File: src/rtl/stack_monitor.sv
// Stack overflow monitor: watches the CPU stack pointer, tracks the lowest value
// seen, latches the PC of the first limit violation, and exposes all of it on the I/O bus.
module stack_monitor #(
  parameter logic [31:0] HWM_INIT = 32'hFFFF_FFFF
) (
  input  logic        clk,
  input  logic        rst,
  input  logic        stb,
  input  logic        we,
  input  logic [1:0]  addr,
  input  logic [31:0] data_in,
  output logic [31:0] data_out,
  output logic        ack,
  input  logic [31:0] spx,
  input  logic [23:0] pcx,
  output logic        trip
);

  typedef enum logic [1:0] {
    REG_CTRL = 2'd0,
    REG_LIM  = 2'd1,
    REG_HWM  = 2'd2,
    REG_TPC  = 2'd3
  } reg_sel_e;

  reg_sel_e    sel;
  logic [31:0] sp_r;
  logic [23:0] pc_r;
  logic        en;
  logic        trip_f;
  logic [31:0] lim;
  logic [31:0] hwm;
  logic [23:0] tpc;

  logic        wr_ctrl, wr_lim, wr_hwm;
  logic        violate, new_low;
  logic [31:0] rd_data;

  assign sel = reg_sel_e'(addr);

  // Comparisons use the registered SP and the pre-write en/lim/hwm, so a bus
  // write landing on the same edge never affects that edge's evaluation.
  // NOTE: every always_comb output gets a default first so no path leaves it
  // unassigned, which would otherwise infer a latch.
  always_comb begin
    wr_ctrl = 1'b0;
    wr_lim  = 1'b0;
    wr_hwm  = 1'b0;
    rd_data = '0;
    if (stb && we) begin
      wr_ctrl = (sel == REG_CTRL);
      wr_lim  = (sel == REG_LIM);
      wr_hwm  = (sel == REG_HWM);
    end
    unique case (sel)
      REG_CTRL: rd_data = {30'd0, trip_f, en};
      REG_LIM:  rd_data = lim;
      REG_HWM:  rd_data = hwm;
      REG_TPC:  rd_data = {8'd0, tpc};
    endcase
    violate = en && (sp_r < lim);
    new_low = en && (sp_r < hwm);
  end

  // NOTE: sequential state uses non-blocking assignments so every register
  // samples pre-edge values regardless of statement order.
  always_ff @(posedge clk) begin
    if (rst) begin
      sp_r     <= '0;
      pc_r     <= '0;
      en       <= 1'b0;
      trip_f   <= 1'b0;
      lim      <= '0;
      hwm      <= HWM_INIT;
      tpc      <= '0;
      ack      <= 1'b0;
      data_out <= '0;
    end else begin
      sp_r <= spx;
      pc_r <= pcx;

      if (wr_ctrl) en <= data_in[0];
      if (wr_lim)  lim <= data_in;

      // A violation outranks a software clear issued on the same edge.
      if (violate) begin
        trip_f <= 1'b1;
        if (!trip_f) tpc <= pc_r;
      end else if (wr_ctrl && data_in[1]) begin
        trip_f <= 1'b0;
      end

      if (wr_hwm)       hwm <= data_in;
      else if (new_low) hwm <= sp_r;

      ack      <= stb;
      data_out <= (stb && !we) ? rd_data : '0;
    end
  end

  assign trip = trip_f;

endmodule
File: config.mk
export PLATFORM = sky130hd
export DESIGN_NAME = stack_monitor
export DESIGN_NICKNAME = d
export VERILOG_FILES = /design/src/rtl/stack_monitor.sv
export SDC_FILE = /design/constraint.sdc
export NUM_CORES = 1
export LEC_CHECK = 0
export CAP_MARGIN = 20
export CORE_MARGIN = 4
export CORE_UTILIZATION = 49
export DETAILED_ROUTE_END_ITERATION = 8
export GPL_TIMING_DRIVEN = 0
export PLACE_DENSITY = 0.77
export RECOVER_POWER = 50
export REMOVE_ABC_BUFFERS = 1
export SLEW_MARGIN = 20
export SYNTH_ARGS = -nofsm -noshare
export SYNTH_HDL_FRONTEND = slang
export SYNTH_SLANG_ARGS = --single-unit
File: constraint.sdc
create_clock -name clk -period 2.2 [get_ports clk]
set_input_delay 0.44 -clock clk [delete_from_list [all_inputs] [get_ports clk]]
set_output_delay 0.44 -clock clk [all_outputs]
set_load 0.02 [all_outputs]
=== Yosys cells after proc, flatten, opt, wreduce, memory -nomap -nowiden ===
Index checks and enable logic that the tools add are counted.

* Register bits after elaboration: 179
* Bits in latches: 0
* RAM bits: 0
* Bits in read-only memories: 0
* Output and inout bits: 34
* Word-level logic and storage cells: 35
* Memories kept: 0

* $add $sub $neg: 0
* Multipliers: 0
* Div/mod/pow operators: 0
* Order comparisons: 2
* Eq/ne operators: 3
* Shifts and indexed selects: 0
* Multiplexer cells: 8
* Bitwise logic cells: 2
* Reductions and logical operators: 11

{| class="wikitable"
|+ Operators by type and width
! cell !! number
|-
| $pmux W32 S4 || 1
|-
| $lt A32 B32 Y1 || 2
|-
| $mux W32 || 2
|-
| $logic_and A1 B1 Y1 || 5
|-
| $mux W1 || 5
|-
| $eq A2 B2 Y1 const B || 2
|-
| $reduce_bool A2 Y1 || 2
|-
| $eq A2 B1 Y1 const B || 1
|-
| $logic_not A2 Y1 || 1
|-
| $not A1 Y1 || 2
|-
| $reduce_and A2 Y1 || 1
|-
| $reduce_or A2 Y1 || 1
|-
| $logic_not A1 Y1 || 1
|}

=== Longest topological paths before layout ===
* Depth after elaboration: 5
* Mapped depth: 10
* Mapped depth without buffers: 9

=== Least setup slack after synthesis ===
No wires, ideal clock.

* Path kind: register to register
* From: reg lim[23]
* To: reg tpc[10]
* Setup time: 0.119 ns
* Arrival time: 2.003 ns
* Slack: 0.078 ns
* Cell stages (with the launch flop): 11
* Period minus slack after synthesis: 2.122 ns
* Cells stage by stage: dfxtp_1 -> inv_1 -> ha_1 -> nand4_2 -> nor4_4 -> nand2_1 -> o211a_1 -> a211oi_2 -> nor3_4 -> buf_8 -> mux2i_1

* Longest elaborated chain between the ends: 3

{| class="wikitable"
|+ Ends and longest elaborated chain
! item !! RTL line !! source
|-
| start: declaration || 31 || <nowiki>logic [31:0] lim;</nowiki>
|-
| start signal: assignment || 83 || <nowiki>if (wr_lim) lim <= data_in;</nowiki>
|-
| $lt A32 B32 Y1 || 61 || <nowiki>violate = en && (sp_r < lim);</nowiki>
|-
| $logic_and A1 B1 Y1 || 61 ||
|-
| $reduce_and A2 Y1 (no line) || - ||
|-
| end signal: assignment || 88 || <nowiki>if (!trip_f) tpc <= pc_r;</nowiki>
|-
| end: declaration || 33 || <nowiki>logic [23:0] tpc;</nowiki>
|}

Every way passes these cells.
A chain may end at the register's enable or synchronous reset.

=== Final worst setup path ===
* From: reg lim[18]
* To: reg tpc[23]

Same word-level chain as after synthesis.

==> results.txt <==
Sink Count - 179
synthesized flop and latch total - 179
leakage power - 0.004261 uW
TritonCTS clock tree - built
largest family of logic cells by synthesized area - simple AND/OR/NAND/NOR gates
synth warn - 0
WL final - 21680 microns
Worst VDD drop - 0.5876 mV
Die W - 135.8 microns
slowest stage delay, CP - 380 ps
I/O pins - 128
RSZ-0062 raised after global routing - yes
setup_tns - -5818 ps
Crit path required time - 2560 ps
grt ovf - 0
Synth top area share - 0.4474
Fin. Hold Viols - 0
Via density - 5.316
# rows - 46
HPWL after DPL - 13490 microns
CP Data Arrival Time - 2750 ps
drt wl/cell - 17.25 microns
count of pins over their slew limit - 0
Syn Inst Count - 894
die area - 18450 sq um
simple logic cell fraction of the synthesized area - 0.1943
DRT antenna net count - 0
Synth area leader - dfxtp_1
hold_buf cts - 0
Avg Synthesized Cell Area - 8.959 sq um
Final Cell Area - 10950 sq um
fin crit period - 2393 ps
first-pass GRT wire length - 33380 microns
Seq/Total Area, Yosys - 0.4474
Adder-Cell Fraction of Synth Area - 0.09686
Max Clk Rate - 417.9 MHz
P&R area growth vs syn - 36.76%
Starting Density - 0.5024
port bufs - 127
failing checks - negative setup slack
CP max FO - 8
Crit. End Element - flop
ant diodes - 0
Synth Area in Compound Gates - 0.1258
largest net degree at the start of global routing - 81
clock root buffer - clkbuf_16
Rel. slew slack - 0.3881
initial antenna violation count - 1
run status - complete, but fails checks
RD Place Congestion - 0.8039
post-synthesis xor/xnor area fraction - 0
depth of the CTS H-tree - 4
Max Cap Viol - 0
total power - 7442 uW
Cell Pwr Density - 679.5 nW/um^2
DRC - 0
Pre-antenna DRT Iters - 5
CTS Buffer Depth - 2
fin worst setup slack - -192.8 ps
Synth area leaders - dfxtp_1 (45%), ha_1 (9.7%), mux2i_1 (7.1%)
Worst-path clk slew - 70 ps
dpl cell area - 9600 sq um
synthesized cell area - 8009 sq um
mux contribution to synthesized area - 0.07733
Post-Route Skew - 10.64 ps
worst-path cell chain - inv_2 > ha_4 > nand4_1 > nor4_4 > nand2_1 > o211a_1 > a211oi_4 > nor3_4 > buf_12 > mux2i_1
Synth cell types - 42
Worst-Margin Slew - 917.9 ps
vias in the first global route - 6630
Chip Height - 135.8 microns
Core Region - 15940 sq um
final setup fails - 57
nets - 1184
Max stage delay cell, worst path - nor4_4
worst skew pair latency - 440 ps
Tcrit/Tclk final - 1.088
total CTS buffers - 17
min-delay worst type - primary input to flop
layout cell share with drive strength beyond 1 - 0.1643
WS Path Type - flop to flop
initial drt markers - 544
startpoint types - flop
Via Count - 6682
Total GRT Usage - 0.2317
-- cells in the final DEF, fill, tap and decap left out, types with 4 or more instances in the layout --
cell / n
inv_2: 8
clkbuf_16: 19
a22oi_1: 30
nand2b_1: 49
a21oi_2: 4
o21ai_0: 33
inv_1: 58
nand2_1: 105
nand4_1: 4
buf_12: 7
clkdlybuf4s50_1: 94
dfxtp_2: 41
ha_1: 42
ha_4: 20
dfxtp_1: 138
buf_16: 6
a21oi_1: 83
nor2_1: 67
buf_4: 18
mux2i_1: 54
clkinv_4: 5
dlygate4sd3_1: 30
nor2b_1: 63
-- cell usage after synthesis, drive strengths merged --
master	instances
and2	1
mux4	2
a211oi	2
buf	7
nand4	5
a2111oi	2
clkbuf	42
dfxtp	179
ha	62
nand2	105
nor3	3
nor2b	66
o21ai	36
a221o	2
nand3	4
or3b	1
o2111ai	2
o211ai	1
a21o	3
o211a	1
a221oi	1
and4	5
inv	66
mux2i	57
a31oi	2
nor4	1
nand3b	1
a21oi	87
a22oi	30
nor2	68
nand2b	50
-- worst paths after layout --
check / to / slack [ps] / cells after the start / start
max: tpc[23] / -190 / 10 / lim[18]
min: pc_r[8] / 390 / 2 / rst
max reg2reg: tpc[23] / -190 / 10 / lim[18]
min reg2reg: tpc[3] / 450 / 2 / pc_r[3]
-- cell families (layout without fill, tap and decap cells) --
logic type,Yosys count,count (layout)
simple gates,310,310
buf+inv,115,262
mux,59,59
fa+ha+maj,62,62
compound gates,169,169
flops,179,179
-- layer usage --
layer / share of wire / track usage / wire length (microns)
met5: 0.00088 / 0 / 19
met4: 0.023 / 0.08175 / 509
met3: 0.081 / 0.04996 / 1767
met2: 0.48 / 0.3955 / 10400
met1: 0.41 / 0.2902 / 8987
-- stage by stage --
stage | instances | util | setup slack (ps) | hold WS (ps)
after global placement | 1188 | 0.5853 | -5785 | 440.9
after global routing | 1257 | 0.6870 | -290.9 | 406.3
after CTS | 1249 | 0.6780 | -137.9 | 388.5
final | 1257 | 0.6870 | -192.8 | 386.1
after detailed placement | 1198 | 0.6022 | -856.2 | 446.1
after floorplan | 845 | - | -843.0 | 430.3
-- critical path, delay by kind of cell (launching register included) --
kind            cells  cell delay (ps)
compound gates      2              490
fa+ha+maj           1              260
buf+inv             2              210
flops               1              340
mux                 1              180
simple gates        4              820
-- layout make-up --
class	count	area (sq um)
Fill cell	1198	4990
Timing Repair Buffer	164	1800
Multi-Input combinational cell	600	4382
Tap cell	216	270.3
Inverter	66	247.7
Sequential cell	179	3635
Clock inverter	12	171.4
Clock buffer	20	446.7
-- state kept, by name, indices dropped and copies added, names as in the netlist --
| name | flops |
|---|---|
| ack | 1 |
| lim | 32 |
| hwm | 32 |
| sp_r | 32 |
| data_out | 32 |
| trip | 1 |
| pc_r | 24 |
| tpc | 24 |
| en | 1 |
-- where the power goes --
part	internal (uW)	switching (uW)	leakage, uW	total (uW)
combinational	438	403	0.00250	841
clock	1850	1320	0.000302	3170
sequential	3350	80.6	0.00146	3430
total	5630	1810	0.00426	7440
-- timing repair --
item                                    4_1_cts  5_1_grt
buffers inserted                             17       10
gates resized for setup                      73       33
pin swaps                                    20       34
cloned                                        2        2
endpoints found under the setup margin       89       73
(Power assumes the default switching activity.)
==> RTL edit 1, RTL diff (same flow settings) <==
Take the reset off `sp_r`, `pc_r` and `data_out` and load them in a clocked block of their own.
--- a/src/rtl/stack_monitor.sv
+++ b/src/rtl/stack_monitor.sv
@@ -66,18 +66,13 @@
   // samples pre-edge values regardless of statement order.
   always_ff @(posedge clk) begin
     if (rst) begin
-      sp_r     <= '0;
-      pc_r     <= '0;
       en       <= 1'b0;
       trip_f   <= 1'b0;
       lim      <= '0;
       hwm      <= HWM_INIT;
       tpc      <= '0;
       ack      <= 1'b0;
-      data_out <= '0;
     end else begin
-      sp_r <= spx;
-      pc_r <= pcx;
 
       if (wr_ctrl) en <= data_in[0];
       if (wr_lim)  lim <= data_in;
@@ -94,8 +89,13 @@
       else if (new_low) hwm <= sp_r;
 
       ack      <= stb;
-      data_out <= (stb && !we) ? rd_data : '0;
     end
+  end
+
+  always_ff @(posedge clk) begin
+    sp_r     <= spx;
+    pc_r     <= pcx;
+    data_out <= (stb && !we) ? rd_data : '0;
   end
 
   assign trip = trip_f;
Formal check against the unedited RTL: differs if rst is asserted again (counterexample within 4 cycles, from zero or initial values and one cycle with rst high); with rst held inactive, the same outputs for 4 cycles.
==> RTL edit 1 against the original RTL <==
  * Wire length fell by 6.9%
  * Area after synthesis fell by 4.7%
  * Cell area fell by 2.8%
  * Critical path type unchanged
  * First-iteration DRC count fell by 28%
  * Power fell by 3.7%
  * Worst setup slack improved by 0.072 ns
  * The flow still finishes with violations (setup timing)
  * Largest cell class unchanged
  * Sequential cell count did not move
==> RTL edit 1: results (changes against the original RTL) <==
Pleak = 4.14 nW (was 4.26 nW)
Sequential fraction of the synthesis area = 46.9% (was 44.7%)
Commonest cells post-synth = dfxtp_1 (179), nand2_1 (105), a21oi_1 (87) (unchanged)
Slew margin rel. = 38.8% (about the same)
Synth top area cells = dfxtp_1 (47%), ha_1 (10%), mux2i_1 (7.5%) (was dfxtp_1 (45%), ha_1 (9.7%), mux2i_1 (7.1%))
Worst VDD drop = 0.000680 V (was 0.000588 V)
Gr usage total = 22.3% (was 23.2%)
Setup violators final = 30 (was 57)
Dpl hpwl = 12.9 mm (was 13.5 mm)
DRT iter0 DRCs = 390 (was 544)
Layout net count = 1,132 (was 1,184)
Cell count of the worst hold path = 2 (unchanged)
Postcts setup bufs = 19 (was 17)
Worst Skew = 0.0140 ns (was 0.0106 ns)
Fill count = 1,109 (was 1,198)
Layout cell share with drive strength beyond 1 = 19.4% (was 16.4%)
Hold EP = en (was pc_r[8])
CP delay by family, top = compound AO/OA/AOI/OAI gates (was simple AND/OR/NAND/NOR gates)
Slowest cell delay on critical path = 0.34 ns (was 0.38 ns)
Slowest cell on crit path = dfxtp_2 (was nor4_4)
Largest net degree at the start of global routing = 57 (was 81)
Post-DP Area = 9260 sq um (was 9600 sq um)
RR Endpoint = hwm[28] (was tpc[23])
Crit Path Max Fanout = 7 (was 8)
Setup ws final = -0.121 ns (was -0.193 ns)
Gates resized, CTS repair = 79 (was 73)
First-pass GRT wire length = 31.4 mm (was 33.4 mm)
Worst EP arrival = 2.59 ns (was 2.75 ns)
Via count = 6,231 (was 6,682)
Wire length per cell = 16.8 microns (was 17.2 microns)
Status = finished with violations (unchanged)
Total Neg Setup Slack = -1.89 ns (was -5.82 ns)
Violated checks = setup timing (unchanged)
Final GP Congestion = 0.825 (was 0.804)
## RTL edit 1: cell types whose count changed after synthesis
cell | before | now
buf_1 | 1 | 3
clkbuf_1 | 42 | 34
nor2b_1 | 66 | 10
## RTL edit 1: kinds of logic after synthesis
logic type | synth area share (%)
compound gates | 13.2
fa+ha+maj | 10.2
buf+inv | 5.82
flops | 46.9
mux | 8.11
simple gates | 15.8
## RTL edit 1: area by class of cell
class / instances / area, sq um / share of cell area (%)
clock buffers: 21 / 480 / 4.51
well taps: 211 / 264 / 2.48
inverters: 66 / 248 / 2.33
repair buffers: 168 / 1820 / 17.1
flip-flops and latches: 179 / 3650 / 34.2
multi-input cells: 544 / 4090 / 38.4
clock inverters: 10 / 98.8 / 0.928
## RTL edit 1: how the worst max path moves through the flow
| stage | end | depth (start not counted) | from |
|---|---|---|---|
| after global placement | hwm[27] | 4 | addr[1] |
| after global routing | tpc[14] | 11 | lim[19] |
| after detailed placement | lim[26] | 6 | addr[0] |
| after floorplan | hwm[0] | 9 | hwm[25] |
| after CTS | tpc[14] | 11 | lim[18] |
| final | hwm[28] | 10 | hwm[20] |
## RTL edit 1: through the flow
step | cells | hold slack [ns] | setup slack (ns)
2_1_floorplan | 789 | 0.430 | -0.843
3_3_place_gp | 1127 | 0.441 | -4.80
3_5_place_dp | 1138 | 0.446 | -0.841
4_1_cts | 1190 | 0.380 | -0.168
5_1_grt | 1199 | 0.391 | -0.230
6_report | 1199 | 0.412 | -0.121
## RTL edit 1: layer usage
metal	vias up	wire, microns	GRT usage [%]
li1	3079	-	-
met1	2930	8820	27.9
met2	193	9980	38.3
met3	29	1060	5.48
met4	0	320	6.24
met5	-	0	0
## RTL edit 1: report_power, final
group | switching [mW] | internal (mW)
Sequential | 0.0795 | 3.35
Clock | 1.27 | 1.68
Combinational | 0.373 | 0.410
==> RTL edit 2, RTL diff (same settings) <==
Made on the original files. Make the reset (`rst`) asynchronous in one clocked block.
--- a/src/rtl/stack_monitor.sv
+++ b/src/rtl/stack_monitor.sv
@@ -64,7 +64,7 @@
 
   // NOTE: sequential state uses non-blocking assignments so every register
   // samples pre-edge values regardless of statement order.
-  always_ff @(posedge clk) begin
+  always_ff @(posedge clk or posedge rst) begin
     if (rst) begin
       sp_r     <= '0;
       pc_r     <= '0;
Function: differs if rst is asserted again (counterexample within 4 cycles, from zero or initial values and one cycle with rst high); with rst held inactive, the same outputs for 4 cycles.
==> RTL edit 2 against the original RTL <==
  * The flow finishes with violations (capacitance limit, slew limit, setup timing)
  * Final cell count decreased by 8.4%
  * Wire length increased by 12%
  * Die area increased by 3.6%
  * Cell area increased by 8.9%
  * Critical path depth decreased by 1
  * Clock skew about the same
  * Sequential cell count unchanged
  * Hold slack improved by 0.085 ns
  * Area after synthesis increased by 3.8%
  * Worst setup slack got worse by 0.20 ns
Power is not compared: it rests on default switching activity, and its combinational part moved more than twofold at a synthesized area within 25%.
==> RTL edit 2: results (changes against the original RTL) <==
Status = finished with violations (unchanged)
Violated checks = capacitance limit, slew limit, setup timing (was setup timing)
Clock slew seen by the registers of the worst setup and hold paths = 0.07 ns (about the same)
Final GP Congestion = 0.818 (was 0.804)
Slowest cell delay on critical path = 0.45 ns (was 0.38 ns)
Worst min-delay path class = flop to flop (was primary input to flop)
Max Slew Vio Count = 79 (was 0)
Synth Area in XOR/XNOR = 0% (unchanged)
Worst-Skew Late Latency = 0.43 ns
Hold_sp = pc_r[9] (was rst)
Layout cell share with drive strength beyond 1 = 34.2% (was 16.4%)
Post-DP Area = 9920 sq um (was 9600 sq um)
Largest net degree at the start of global routing = 102 (was 81)
H-tree level count = 4 (unchanged)
CP Class = flop to flop (unchanged)
Compound-gate portion of the synthesized area = 12.2% (was 12.6%)
Wire length per cell = 21.1 microns (was 17.2 microns)
Slowest cell on crit path = dfrtp_1 (was nor4_4)
Yosys cell types = 43 (was 42)
Cell count of the worst hold path = 1 (was 2)
Gr usage total = 24.8% (was 23.2%)
Critical Path Source = sp_r[12] (was lim[18])
Worst Skew = 0.0101 ns (was 0.0106 ns)
Drt first pass iters = 5 (unchanged)
DRT iter0 DRCs = 449 (was 544)
Pleak = 5.17 nW
Max Cap Viol = 1 (was 0)
Predominant post-synthesis flop cell = dfrtp_1 (was dfxtp_1)
Fill count = 1,103 (was 1,198)
Worst-Margin Slew = 1.59 ns (was 0.918 ns)
Worst VDD drop = 0.000701 V
Mux cell area share after synthesis = 9.16% (was 7.73%)
Number of port buffers = 127 (unchanged)
Vias in the first global route = 6,661 (was 6,630)
Adder-cell share of the synthesized area = 9.33% (was 9.69%)
Setup violators final = 77 (was 57)
CP delay by family, top = simple AND/OR/NAND/NOR gates (unchanged)
Dpl hpwl = 13.4 mm (was 13.5 mm)
Root Driver = clkbuf_16 (unchanged)
Worst EP arrival = 2.90 ns (was 2.75 ns)
Max clock buf depth = 2 (unchanged)
Hold EP = tpc[9] (was pc_r[8])
Commonest cells post-synth = dfrtp_1 (147), nor2_1 (67), inv_1 (63) (was dfxtp_1 (179), nand2_1 (105), a21oi_1 (87))
Final hold viol count = 0 (unchanged)
RR Endpoint = tpc[0] (was tpc[23])
Sequential fraction of the synthesis area = 54.4% (was 44.7%)
Reg2Reg Depth = 9 (was 10)
First-pass GRT wire length = 37.0 mm (was 33.4 mm)
CTS buffer count = 17 (unchanged)
Initial antenna violation count = 0 (was 1)
FFs w/ async S/R, synth = 100% (was 0%)
Setup ws final = -0.397 ns (was -0.193 ns)
Layout net count = 1,073 (was 1,184)
Via count = 6,532 (was 6,682)
Synth top area cells = dfrtp_1 (44%), dfstp_2 (10%), ha_1 (9.3%) (was dfxtp_1 (45%), ha_1 (9.7%), mux2i_1 (7.1%))
## RTL edit 2: layer usage
metal | part of all wire, % | vias to the layer above | track usage (%)
li1 | - | 2973 | -
met1 | 41 | 3287 | 32.8
met2 | 50 | 234 | 39.6
met3 | 6.8 | 38 | 6.91
met4 | 2.2 | 0 | 8.74
met5 | 0 | - | 0
## RTL edit 2: through the flow
step	worst slack, ns	cells	setup TNS, ns	total power, mW	hold slack [ns]
CTS	-0.534	1131	-21.77	12.7	0.432
global placement	-5.33	1052	-1304.16	7.78	0.442
global route	-0.499	1150	-54.98	13.8	0.490
detailed placement	-0.978	1061	-61.19	8.01	0.459
finish	-0.397	1151	-22.54	13.1	0.471
floorplan	-3.05	705	-589.14	6.87	0.439
## RTL edit 2: what timing repair did
item | CTS | global route
pin swaps | 54 | 40
gates resized for setup | 115 | 48
gates cloned | 10 | 1
buffers inserted | 28 | 21
setup endpoints to repair | 62 | 57
## RTL edit 2: kinds of logic (layout without fill, tap and decap cells)
logic type / count (synthesis) / in the layout
other cells: 0 / 1
mux: 59 / 59
buf+inv: 103 / 284
flops: 179 / 179
compound gates: 167 / 168
simple gates: 175 / 178
fa+ha+maj: 62 / 62
## RTL edit 2: final cells by class
cell class	count	area (sq um)	share of cell area, %
timing repair buffer	189	2090	17.6
multi-input combinational	467	4170	35.0
clock inverter	15	201	1.69
tap	220	275	2.31
sequential	179	4520	37.9
clock buffer	17	425	3.57
inverter	63	236	1.98
antenna	1	2.50	0.0210
## RTL edit 2: report_power, final
| part | switching (mW) | total, mW | internal, mW | leakage (nW) |
|---|---|---|---|---|
| Clock | 1.35 | 3.26 | 1.92 | 0.313 |
| Combinational | 2.41 | 5.02 | 2.61 | 2.72 |
| Sequential | 0.549 | 4.82 | 4.27 | 2.13 |
